$ cat config.mk
export PLATFORM = sky130hd
export DESIGN_NAME = pitch_int_search
export DESIGN_NICKNAME = d
export VERILOG_FILES = /design/src/rtl/pitch_int_search_pkg.sv /design/src/rtl/pitch_int_search_sub.sv /design/src/rtl/pitch_int_search.sv
export SDC_FILE = /design/constraint.sdc
export NUM_CORES = 1
export LEC_CHECK = 0
export BUFFER_PORTS_ARGS = -buffer_cell sky130_fd_sc_hd__buf_2
export CAP_MARGIN = 10
export CORE_UTILIZATION = 50
export CTS_BUF_LIST = sky130_fd_sc_hd__clkbuf_8
export DETAILED_ROUTE_END_ITERATION = 12
export PLACE_DENSITY = 0.77
export SLEW_MARGIN = 0
export SYNTH_ARGS = -nofsm -noshare
export SYNTH_HDL_FRONTEND = slang
export SYNTH_SLANG_ARGS = --single-unit
$ cat constraint.sdc
create_clock -name clock -period 4 [get_ports clock]
set_input_delay 0.8 -clock clock [delete_from_list [all_inputs] [get_ports clock]]
set_output_delay 0.8 -clock clock [all_outputs]
set_load 0.1 [all_outputs]
$ cat src/rtl/pitch_int_search_pkg.sv
// Shared constants for the adaptive-codebook pitch search blocks.
//   L_INTER4          : lag margin added on each side of the T0_min..T0_max range
//   PIT_SPAN_MAX      : largest legal T0_max - T0_min
//   CORR_MIN          : most negative correlation, the starting maximum of a search
//   CORR_BASE_DEFAULT : default scratch-memory address of the correlation buffer
package pitch_int_search_pkg;

   localparam int unsigned L_INTER4          = 4;
   localparam int unsigned PIT_SPAN_MAX      = 6;
   localparam logic [15:0] CORR_MIN          = 16'h8000;
   localparam logic [11:0] CORR_BASE_DEFAULT = 12'h200;

endpackage

$ cat src/rtl/pitch_int_search_sub.sv
// 16-bit signed saturating subtract: diff_o = sat(a_i - b_i).
// Ports:
//   a_i    : minuend, two's complement
//   b_i    : subtrahend, two's complement
//   diff_o : difference clamped to [16'h8000, 16'h7FFF]; its sign bit is exact
module pitch_int_search_sub (
   input  logic [15:0] a_i,
   input  logic [15:0] b_i,
   output logic [15:0] diff_o
);

   logic [16:0] diff_wide;

   always_comb begin
      diff_wide = {a_i[15], a_i} - {b_i[15], b_i};
      // Bits 16 and 15 disagree only on overflow; bit 16 is the true sign.
      if (diff_wide[16] != diff_wide[15]) begin
         diff_o = diff_wide[16] ? 16'h8000 : 16'h7FFF;
      end else begin
         diff_o = diff_wide[15:0];
      end
   end

endmodule

$ cat src/rtl/pitch_int_search.sv
// Closed-loop integer pitch lag search. Scans corr[] for lags
// T0_min-4 .. T0_max+4 in scratch memory and returns the lag of the largest
// correlation (later lag wins ties) together with that correlation.
// Optional feature macro: PITCH_RANGE_CHECK_EN (adds the rangeErr port and clamps
// an illegal T0_max to T0_min + 6).
// Ports:
//   clock       : system clock, rising edge
//   reset       : synchronous, active-high
//   start       : begin a search, only honoured in the idle state
//   T0_min      : lower lag bound, two's complement
//   T0_max      : upper lag bound, two's complement
//   corrBase    : scratch address of the first correlation entry
//   memIn       : scratch read data, correlation in [15:0] (one-cycle read latency)
//   memReadAddr : scratch read address, 0 outside read cycles
//   T0          : selected lag (registered)
//   maxCorr     : correlation at T0 (registered)
//   done        : one-cycle completion pulse
//   rangeErr    : range violation flag of the last accepted start (macro only)
module pitch_int_search
   import pitch_int_search_pkg::*;
(
   input  logic        clock,
   input  logic        reset,
   input  logic        start,
   input  logic [15:0] T0_min,
   input  logic [15:0] T0_max,
   input  logic [11:0] corrBase,
   input  logic [31:0] memIn,
   output logic [11:0] memReadAddr,
   output logic [15:0] T0,
   output logic [15:0] maxCorr,
   output logic        done
`ifdef PITCH_RANGE_CHECK_EN
   ,
   output logic        rangeErr
`endif
);

   typedef enum logic [1:0] {StInit, StRd, StCmp, StDone} state_e;

   state_e      state_q, state_d;
   logic [15:0] idx_q, idx_d;
   logic [15:0] last_q, last_d;   // N - 1
   logic [15:0] t_min_q, t_min_d;
   logic [11:0] base_q, base_d;
   logic [15:0] lag_q, lag_d;
   logic [15:0] max_q, max_d;

   logic [15:0] t0_max_eff;
   logic [15:0] t_min_new;
   logic [15:0] t_max_new;
   logic [15:0] cmp_diff;
   logic        corr_ge;
   logic        unused_mem_hi;

   assign unused_mem_hi = ^memIn[31:16];

`ifdef PITCH_RANGE_CHECK_EN
   logic              range_err_q, range_err_d;
   logic signed [16:0] span;
   logic              range_bad;

   always_comb begin
      span       = $signed({T0_max[15], T0_max}) - $signed({T0_min[15], T0_min});
      range_bad  = (span < 17'sd0) || (span > 17'sd6);
      t0_max_eff = range_bad ? (T0_min + 16'(PIT_SPAN_MAX)) : T0_max;
   end

   assign rangeErr = range_err_q;
`else
   // Unchecked: a reversed range simply wraps through 16-bit arithmetic.
   assign t0_max_eff = T0_max;
`endif

   assign t_min_new = T0_min - 16'(L_INTER4);
   assign t_max_new = t0_max_eff + 16'(L_INTER4);

   // memIn >= max_q exactly when the saturated difference is non-negative.
   pitch_int_search_sub u_sub (
      .a_i    (memIn[15:0]),
      .b_i    (max_q),
      .diff_o (cmp_diff)
   );
   assign corr_ge = ~cmp_diff[15];

   assign T0      = lag_q;
   assign maxCorr = max_q;

   always_comb begin
      state_d     = state_q;
      idx_d       = idx_q;
      last_d      = last_q;
      t_min_d     = t_min_q;
      base_d      = base_q;
      lag_d       = lag_q;
      max_d       = max_q;
`ifdef PITCH_RANGE_CHECK_EN
      range_err_d = range_err_q;
`endif
      memReadAddr = '0;
      done        = 1'b0;

      case (state_q)
         StInit: begin
            idx_d = '0;
            if (start) begin
               t_min_d     = t_min_new;
               last_d      = t_max_new - t_min_new;
               base_d      = corrBase;
               // The running max starts here so results stay held while idle.
               max_d       = CORR_MIN;
`ifdef PITCH_RANGE_CHECK_EN
               range_err_d = range_bad;
`endif
               state_d     = StRd;
            end
         end
         StRd: begin
            memReadAddr = base_q + idx_q[11:0];
            state_d     = StCmp;
         end
         StCmp: begin
            if (corr_ge) begin
               max_d = memIn[15:0];
               lag_d = t_min_q + idx_q;
            end
            if (idx_q == last_q) begin
               state_d = StDone;
            end else begin
               idx_d   = idx_q + 16'd1;
               state_d = StRd;
            end
         end
         StDone: begin
            done    = 1'b1;
            state_d = StInit;
         end
         default: state_d = StInit;
      endcase
   end

   always_ff @(posedge clock) begin
      if (reset) begin
         state_q     <= StInit;
         idx_q       <= '0;
         last_q      <= '0;
         t_min_q     <= '0;
         base_q      <= '0;
         lag_q       <= '0;
         max_q       <= '0;
`ifdef PITCH_RANGE_CHECK_EN
         range_err_q <= 1'b0;
`endif
      end else begin
         state_q     <= state_d;
         idx_q       <= idx_d;
         last_q      <= last_d;
         t_min_q     <= t_min_d;
         base_q      <= base_d;
         lag_q       <= lag_d;
         max_q       <= max_d;
`ifdef PITCH_RANGE_CHECK_EN
         range_err_q <= range_err_d;
`endif
      end
   end

endmodule

# Word-level counts from Yosys, hierarchy flattened
# Index checks and enable logic that the tools add are counted.
# W data, S select, Z words.
totals:
  register_bits: 94
  in_bits: 79
  output_inout_bits: 45
  elab_cells: 41
classes:
  addsub: 7
  eq_ne: 8
  muxes: 12
  bitwise: 1
  n_reduce_logical: 6
ops:
  columns: ["op", "n"]
  rows:
  - ["$mux W16", 5]
  - ["$pmux W16 S2", 2]
  - ["$sub A16 B16 Y17", 1]
  - ["$add A16 B1 Y16 const B", 1]
  - ["$add A16 B16 Y16", 1]
  - ["$add A16 B3 Y16 const B", 1]
  - ["$eq A16 B16 Y1", 1]
  - ["$sub A16 B16 Y16", 1]
  - ["$sub A16 B3 Y16 const B", 1]
  - ["$add A12 B12 Y12", 1]
  - ["$mux W12", 1]
  - ["$pmux W2 S4", 1]
  - ["$ne A2 B2 Y1 const B", 3]
  - ["$reduce_and A2 Y1", 3]
  - ["$eq A2 B2 Y1 const B", 2]
  - ["$mux W2", 2]
  - ["$reduce_and A3 Y1", 1]
  - ["$eq A2 B1 Y1 const B", 1]
  - ["$logic_not A2 Y1", 1]
  - ["$reduce_bool A2 Y1", 1]
  - ["$mux W1", 1]
  - ["$ne A1 B1 Y1", 1]
  - ["$not A1 Y1", 1]

# Logic depth before layout (Yosys ltp)
# Gate-level depths: netlist of the first run.
depth:
  depth_word: 5
  ltp_mapped: 13

# Cells and area by module
# From an unflattened synthesis of the first run, not the netlist that was laid out.
unflattened:
  hier_cells: 881
  area_unflattened_um2: 6996.7
by_module_without_submodules:
  columns: ["mod", "n_inst", "cells_per_inst", "area_each_um2", "seq_area_each_um2"]
  rows:
  - ["pitch_int_search", 1, 743, 5968.2, 1881.8]
  - ["pitch_int_search_sub", 1, 138, 1028.5, 0.0]

# Least setup slack after synthesis of the first run
# Ideal clock, no wire load.
synth_timing:
  path_kind: "register -> output"
  from: "register idx_q[1]"
  to: "output port memReadAddr[3]"
  arrival_time_ns: 3.309
  setup_slack_ns: -0.109
  path_stages_with_launch: 5
  n_path_buf: 0
  cell_sequence: "dfxtp_1 ha_1 a21oi_1 o21ai_0 a211oi_1"
synth_between:
  elab_chain_len: 2
synth_rtl:
  columns: ["element", "line", "text"]
  rows:
  - ["start, declared", "pitch_int_search.sv:42", "logic [15:0] idx_q, idx_d;"]
  - ["start signal, assigned", "pitch_int_search.sv:156", "idx_q <= idx_d;"]
  - ["$add A12 B12 Y12", "pitch_int_search.sv:119", "memReadAddr = base_q + idx_q[11:0];"]
  - ["$mux W12", "pitch_int_search.sv:103", "case (state_q)"]
  - ["end, declared", "pitch_int_search.sv:29", "output logic [11:0] memReadAddr,"]
# Every way passes these cells.

# Final worst setup path of the first run
layout_timing:
  from: "register idx_q[0]"
  to: "output port memReadAddr[8]"
# Same word-level chain as after synthesis.

==> flow_summary_export.csv, run 1 <==
group,metric,value,unit
layout,flow.area_growth_from_synthesis,11.8,%
global_routing,groute.usage.overall,25.0,%
layout,drive_gt1_share,17.1,%
drt,drc,0,
layout,final_area,7720,um^2
yosys,ys.flop_type,"sky130_fd_sc_hd__dfxtp_1",
drt,dr.max_layer_used,"met4",
timing,final_period_util,93.7,%
yosys,main_combinational_cell_family_by_area_after_synthesis,"compound AO/OA/AOI/OAI gates",
timing,final-setup-viol-count,0,
pwr,leakagePower,0.00314,uW
pwr,sequentialPowerShare,44.6,%
yosys,synth_cells,855,
flow_run,cap_violations,0,
cts,clock_sinks,94,
cts,cts_inserted_buffers,9,
drt,wl_met2,7520,um
yosys,yosys_register_bits,94,
drt,viasPerCell,5.88,
worst_hold_path,worst_hold_path_type,"reg -> reg",
cts,clock_insertion_delay_worst_skew,0.38,ns
worst_setup_path,critical_path.startpoint_type,"flop",
yosys,synthesis.yosys.warnings,0,
worst_setup_path,critical_path.endpoint_type,"output port",
pwr,pwr_density_cell,300,nW/um^2
worst_setup_path,worstPathArrival,2.95,ns
timing,slew_headroom,39.9,%
cts,tritoncts,"yes",
worst_setup_path,required,3.20,ns
drt,dr.pass1.iters,5,
floorplanning,floorplan.io_pins,124,
yosys,ys_seq_area_share,27.2,%
cts,postCtsSetupRepairBufs,0,
worst_setup_path,path_max_fanout,8,
drt,final_antenna_net_count,0,
cts,cts.htree.levels,3,
timing,timing_max_transition_violations_final,0,
global_routing,grt_overflow_total,0,
cts,clkTransAtPathRegs,0.09,ns
layout,antenna-diode-count,0,
floorplanning,initial_core_util,51.8,%
cts,root_buffer,"sky130_fd_sc_hd__clkbuf_8",
yosys,yosys.area_share.adder,13.9,%
yosys,syn-num-nets,1009,
timing,clock.fmax,267,MHz
pwr,clock_power_share,27.0,%
global_routing,antenna_found_initial,0,
yosys,synth_area,6910,um^2
pwr,vdd_ir_drop_max,173,uV
floorplanning,die_area,14300,um^2
yosys,synth.avg_cell_area,8.08,um^2
drt,routed_wl,17100,um
layout,layout_commonest_cell,"sky130_fd_sc_hd__buf_2",
pwr,p_sw,800,uW
placed_design,dpl-instance-area,7540,um^2
yosys,synth-edff-count,0,
yosys,xor_xnor_cell_area_share_of_the_yosys_netlist,6.54,%
outcome,status,"finished clean",
drt,detail_route.wirelength.met1,8310,um
timing,finalHoldViolations,0,
placed_design,dp_hpwl,12800,um
worst_setup_path,setup.worst_path.class,"reg -> out",
floorplanning,core_area,13300,um^2
yosys,synthSimpleGateAreaFrac,22.3,%
yosys,synth_async_sr_flop_share,0,%
timing,time_the_final_worst_path_needs_with_i_o_delays_and_setup,3.75,ns
drt,drt-initial-drc-count,542,
layout,layout.cells.most_common_list,"sky130_fd_sc_hd__buf_2 (106), sky130_fd_sc_hd__dfxtp_1 (94), sky130_fd_sc_hd__a21oi_1 (81)",
pwr,combinationalPowerShare,28.4,%
yosys,synth_mux_area_share,0.453,%
cts,clockBufferDepth,2,
drt,post_drt_wl_per_cell,15.3,um
timing,tns,0,ns
global_routing,grt_pass1_vias,6004,
floorplanning,chipHeight,120,um
floorplanning,die_x,120,um
pwr,internal_dissipation,1520,uW
drt,vias,6561,
drt,met3RoutedLength,860,um
timing,fin_worst_skew,0.00908,ns
global_routing,pin_count_of_the_biggest_net_entering_global_routing,57,
placed_design,port-buffer-count,107,
yosys,synth-compound-area-share,23.8,%
placed_design,gp_congestion,0.863,
floorplanning,row_count,42,
timing,worst-slew-pin-transition,0.893,ns
yosys,yosys.cell_types.count,69,
layout,layout.nets,1092,
timing,setup_repair_after_global_routing_missed_its_margin,"false",
global_routing,global_route_wire_length_before_repair,29100,um
pwr,fraction_of_power_spent_switching_nets,34.5,%
synthesized netlist by cell type (all sizes together) (7+ instances only):
| master | number | share of area, % |
|---|---|---|
| dfxtp | 94 | 27 |
| a21oi | 83 | 6.1 |
| nand2 | 80 | 4.5 |
| ha | 72 | 13 |
| nor2 | 61 | 3.3 |
| nand3 | 41 | 3.0 |
| inv | 38 | 2.1 |
| xnor2 | 34 | 4.3 |
| o21ai | 32 | 2.4 |
| nand4 | 30 | 2.8 |
| clkbuf | 28 | 1.6 |
| a211oi | 26 | 2.8 |
| o211ai | 26 | 2.8 |
| nor3 | 23 | 1.7 |
| buf | 21 | 2.0 |
| xor2 | 15 | 1.9 |
| o21a | 14 | 1.5 |
| or3 | 13 | 1.2 |
| nor4 | 10 | 1.6 |
| a21o | 8 | 0.87 |
| o311ai | 8 | 1.1 |
| and3 | 7 | 0.63 |
| nand2b | 7 | 0.63 |
| nor2b | 7 | 0.63 |
flip-flops by register name, summed over array words and instances, names as in the netlist:
signal / count
T0: 16
base_q: 12
idx_q: 16
last_q: 16
maxCorr: 16
state_q: 2
t_min_q: 16
cell families after synthesis:
| family | Yosys count |
|---|---|
| buffers and inverters | 87 |
| muxes | 3 |
| xor gates and xnor gates | 50 |
| DFF | 94 |
| AOI/OAI and AO/OA | 245 |
| and+or+nand+nor | 301 |
| adders and majority gates | 75 |
layout make-up:
| cell class | count | area [um^2] |
|---|---|---|
| Tap cell | 176 | 220 |
| Timing Repair Buffer | 121 | 643 |
| Fill cell | 1265 | 5630 |
| Clock buffer | 10 | 138 |
| Multi-Input combinational cell | 674 | 4660 |
| Sequential cell | 94 | 1880 |
| Inverter | 38 | 143 |
| Clock inverter | 3 | 38.8 |
final timing paths:
check                           slack [ns]        endpoint  depth (start not counted)       start
worst max-delay path                  0.25  memReadAddr[8]                          9    idx_q[0]
worst min register to register        0.46           T0[8]                          2       T0[8]
worst max register to register        1.29          T0[15]                          7  maxCorr[9]
worst min-delay path                  0.46           T0[8]                          2       T0[8]
critical path, cell delays in order, from the launching register on:
cell                      delay, ns
sky130_fd_sc_hd__dfxtp_1       0.42
sky130_fd_sc_hd__ha_1          0.28
sky130_fd_sc_hd__fa_1          0.41
sky130_fd_sc_hd__a21o_1        0.17
sky130_fd_sc_hd__a21oi_1       0.26
sky130_fd_sc_hd__o21a_1        0.17
sky130_fd_sc_hd__o21a_1        0.16
sky130_fd_sc_hd__o21ai_0       0.11
sky130_fd_sc_hd__a21oi_2       0.14
sky130_fd_sc_hd__buf_2         0.44
power groups by stage:
stage | clock, uW | combinational [uW] | sequential, uW
after floorplan | 0 | 443 | 1110
after global placement | 0 | 645 | 1050
after detailed placement | 0 | 652 | 1050
after CTS | 634 | 656 | 1030
after global routing | 673 | 731 | 1040
final | 625 | 657 | 1030
per-layer routing:
| layer | vias up | GRT usage (%) |
|---|---|---|
| li1 | 3304 | - |
| met1 | 3023 | 34.9 |
| met2 | 206 | 39.1 |
| met3 | 28 | 2.95 |
| met4 | 0 | 10.2 |
| met5 | - | 0 |
per-stage QoR:
| step | utilization [%] | setup slack (ns) | power, uW | hold WS, ns | std cells |
|---|---|---|---|---|---|
| 2_1_floorplan | - | 0.121 | 1550 | 0.440 | 855 |
| 3_3_place_gp | 56.5 | 0.337 | 1700 | 0.449 | 1103 |
| 3_5_place_dp | 56.5 | 0.278 | 1710 | 0.455 | 1103 |
| 4_1_cts | 57.8 | 0.168 | 2320 | 0.467 | 1116 |
| 5_1_grt | 57.8 | 0.0444 | 2440 | 0.488 | 1116 |
| 6_report | 57.8 | 0.253 | 2310 | 0.464 | 1116 |
repair_timing:
item                       CTS  global route
resized for setup            0             1
setup endpoints to repair    0             1
hold buffers                 0             0
Power figures use the tool's default switching activity.
==> run 2, diff against run 1 <==
--- a/config.mk
+++ b/config.mk
@@ -5,12 +5,13 @@
 export SDC_FILE = /design/constraint.sdc
 export NUM_CORES = 1
 export LEC_CHECK = 0
+export ABC_AREA = 1
 export BUFFER_PORTS_ARGS = -buffer_cell sky130_fd_sc_hd__buf_2
 export CAP_MARGIN = 10
 export CORE_UTILIZATION = 50
 export CTS_BUF_LIST = sky130_fd_sc_hd__clkbuf_8
 export DETAILED_ROUTE_END_ITERATION = 12
-export PLACE_DENSITY = 0.77
+export PLACE_DENSITY = 0.76
 export SLEW_MARGIN = 0
 export SYNTH_ARGS = -nofsm -noshare
 export SYNTH_HDL_FRONTEND = slang
==> run 2 against run 1 <==
Clock power rose by 1%; maximum frequency rose by 9.2%; final cell count rose by 19%; sequential share of layout area fell by 0.61 points; combinational power rose by 32%; area after synthesis rose by 3.4%; setup slack improved by 0.32 ns; clock skew fell by 0.0011 ns; first-iteration DRC count fell by 33%; worst hold slack improved by 0.016 ns; clock-buffer cell count fell by 1; critical endpoint is now memReadAddr[9].
==> flow_summary_export.csv, run 2 <==
group,metric,value,unit
yosys,netlist.top_cell.by_area,"sky130_fd_sc_hd__dfxtp_1",
placed_design,placed_cells,1314,
placed_design,dp_hpwl,12400,um
placed_design,gp_congestion,0.849,
layout,layout.nets,1299,
layout,antenna-diode-count,0,
drt,vias,6796,
drt,post_drt_wl_per_cell,12.3,um
yosys,yosys.cell_count.top_type,"sky130_fd_sc_hd__nand2_1",
yosys,netlist.area_leader.share,26.4,%
yosys,syn-num-nets,1214,
yosys,yosys_register_bits,94,
pwr,pwr_density_cell,323,nW/um^2
timing,time_the_final_worst_path_needs_with_i_o_delays_and_setup,3.43,ns
timing,finalHoldViolations,0,
timing,final-setup-viol-count,0,
layout,drive_gt1_share,14.7,%
drt,drc,0,
timing,final_period_util,85.8,%
drt,routed_wl,16400,um
timing,fin_worst_skew,0.00801,ns
placed_design,port-buffer-count,107,
global_routing,grt_pass1_vias,6026,
global_routing,groute.usage.overall,23.2,%
pwr,leakagePower,0.00401,uW
floorplanning,chipHeight,121,um
yosys,ys_seq_area_share,26.4,%
drt,drt-initial-drc-count,364,
yosys,synth_async_sr_flop_share,0,%
worst_setup_path,setup.worst_path.class,"reg -> out",
timing,slew_headroom,25.3,%
yosys,synth_area,7140,um^2
pwr,vdd_ir_drop_max,150,uV
global_routing,global_route_wire_length_before_repair,27600,um
worst_setup_path,critical_path.endpoint_type,"output port",
floorplanning,die_x,121,um
cts,root_buffer,"sky130_fd_sc_hd__clkbuf_8",
layout,layout.cells.most_common_list,"sky130_fd_sc_hd__nand2_1 (193), sky130_fd_sc_hd__nor2_1 (176), sky130_fd_sc_hd__inv_1 (128)",
worst_setup_path,required,3.20,ns
yosys,synth-edff-count,0,
floorplanning,floorplan.io_pins,124,
worst_hold_path,timing.hold.worst_path_depth,2,
global_routing,antenna_found_initial,0,
timing,timing_max_transition_violations_final,0,
cts,postCtsSetupRepairBufs,0,
yosys,post_synth_most_frequent_cells,"sky130_fd_sc_hd__nand2_1 (193), sky130_fd_sc_hd__nor2_1 (177), sky130_fd_sc_hd__inv_1 (129)",
yosys,synth.avg_cell_area,6.74,um^2
cts,clockBufferDepth,2,
cts,clkTransAtPathRegs,0.09,ns
layout,flow.area_growth_from_synthesis,10.9,%
global_routing,pin_count_of_the_biggest_net_entering_global_routing,61,
layout,finish.cell_count_without_fillers,1329,
worst_setup_path,worstPathArrival,2.63,ns
worst_setup_path,reg2regPathDepth,12,
drt,viasPerCell,5.11,
yosys,top_cells_by_area_in_the_synthesized_netlist,"sky130_fd_sc_hd__dfxtp_1 (26%), sky130_fd_sc_hd__ha_1 (13%), sky130_fd_sc_hd__nand2_1 (10%)",
floorplanning,core_area,13900,um^2
flow_run,cap_violations,0,
yosys,synth_cells,1060,
worst_setup_path,path_max_fanout,6,
outcome,status,"finished clean",
timing,setup_repair_after_global_routing_missed_its_margin,"false",
floorplanning,row_count,43,
yosys,ys.flop_type,"sky130_fd_sc_hd__dfxtp_1",
layout,n_fill_cell,1411,
layout,layout_commonest_cell,"sky130_fd_sc_hd__nand2_1",
global_routing,grt_overflow_total,0,
floorplanning,initial_core_util,51.4,%
cts,cts.htree.levels,3,
cts,clock_sinks,94,
yosys,synthesis.yosys.warnings,0,
worst_setup_path,critical_path.startpoint_type,"flop",
worst_hold_path,worst_hold_path_type,"reg -> reg",
timing,clock.fmax,291,MHz
timing,tns,0,ns
cts,cts_inserted_buffers,9,
cts,tritoncts,"yes",
timing,worst-slew-pin-transition,1.12,ns
floorplanning,die_area,14800,um^2
drt,final_antenna_net_count,0,
yosys,yosys.cell_types.count,43,
cts,number_of_hold_buffers_added_after_cts,0,
drt,dr.pass1.iters,5,
cts,post_cts_resized,0,
cts,clock_insertion_delay_worst_skew,0.38,ns
[run 2: cell count changes in the layout (fill, tap and decap cells not counted), sizes merged, moves of 15 or more]
| cell | delta |
|---|---|
| nand2 | +117 |
| nor2 | +121 |
| nand4 | -16 |
| inv | +93 |
| nand3 | +30 |
| xnor2 | -18 |
| a211oi | -24 |
| o21ai | +28 |
| o211ai | -15 |
| xor2 | +26 |
[run 2: layer usage]
metal	global-route usage [%]	up-vias	wire [um]
met5	0	-	0
met3	2.58	13	950
met2	37.3	172	7350
met1	31.9	3015	7860
li1	-	3596	-
met4	7.79	0	246
[run 2: power by group]
part           total (uW)  internal, uW  switching (uW)  leakage (uW)
Sequential           1060          1010            48.5      0.000772
Clock                 631           284             346     0.0000911
Combinational         868           264             604       0.00315
Total                2550          1560             999       0.00401
[run 2: cells by family (layout without fill, tap and decap cells)]
| group | Yosys count | count (layout) | synth area share [%] |
|---|---|---|---|
| xor gates and xnor gates | 57 | 57 | 6.99 |
| AOI/OAI and AO/OA | 175 | 175 | 14.1 |
| DFF | 94 | 94 | 26.4 |
| buffers and inverters | 172 | 261 | 10.1 |
| adders and majority gates | 75 | 75 | 13.5 |
| and+or+nand+nor | 487 | 487 | 29.0 |
[run 2: path summary, 6_finish.rpt]
path | start | endpoint | slack [ns]
worst max-delay path | idx_q[2] | memReadAddr[9] | 0.57
worst min-delay path | T0[10] | T0[10] | 0.48
worst max register to register | maxCorr[15] | maxCorr[0] | 1.60
worst min register to register | T0[10] | T0[10] | 0.48
[run 2: layout make-up]
class                           instances  area, um^2  share of cell area (%)
Sequential cell                        94        1880                    23.8
Tap cell                              180         225                    2.84
Clock inverter                          6        63.8                   0.806
Multi-Input combinational cell        794        4550                    57.4
Clock buffer                            9         124                    1.56
Timing Repair Buffer                  112         573                    7.24
Inverter                              134         503                    6.35
[run 2: metrics by stage]
step	setup WS (ns)	power, uW	instance area [um^2]	utilization [%]	hold WS, ns
finish	0.569	2550	7920	57.1	0.480
detailed placement	0.378	1940	7730	55.7	0.466
CTS	0.570	2570	7920	57.1	0.488
global placement	0.402	1930	7730	55.7	0.461
floorplan	0.302	1770	7140	-	0.444
global route	0.354	2710	7920	57.1	0.506
[run 2: worst max-delay path, stage by stage (launching register included)]
cell and delay (ns):
sky130_fd_sc_hd__dfxtp_1 0.46, sky130_fd_sc_hd__ha_1 0.33, sky130_fd_sc_hd__a21o_1 0.20, sky130_fd_sc_hd__a31oi_1 0.28
sky130_fd_sc_hd__o21ai_0 0.24, sky130_fd_sc_hd__nand2_1 0.11, sky130_fd_sc_hd__nand2_1 0.06, sky130_fd_sc_hd__a21oi_1 0.14
sky130_fd_sc_hd__buf_2 0.44
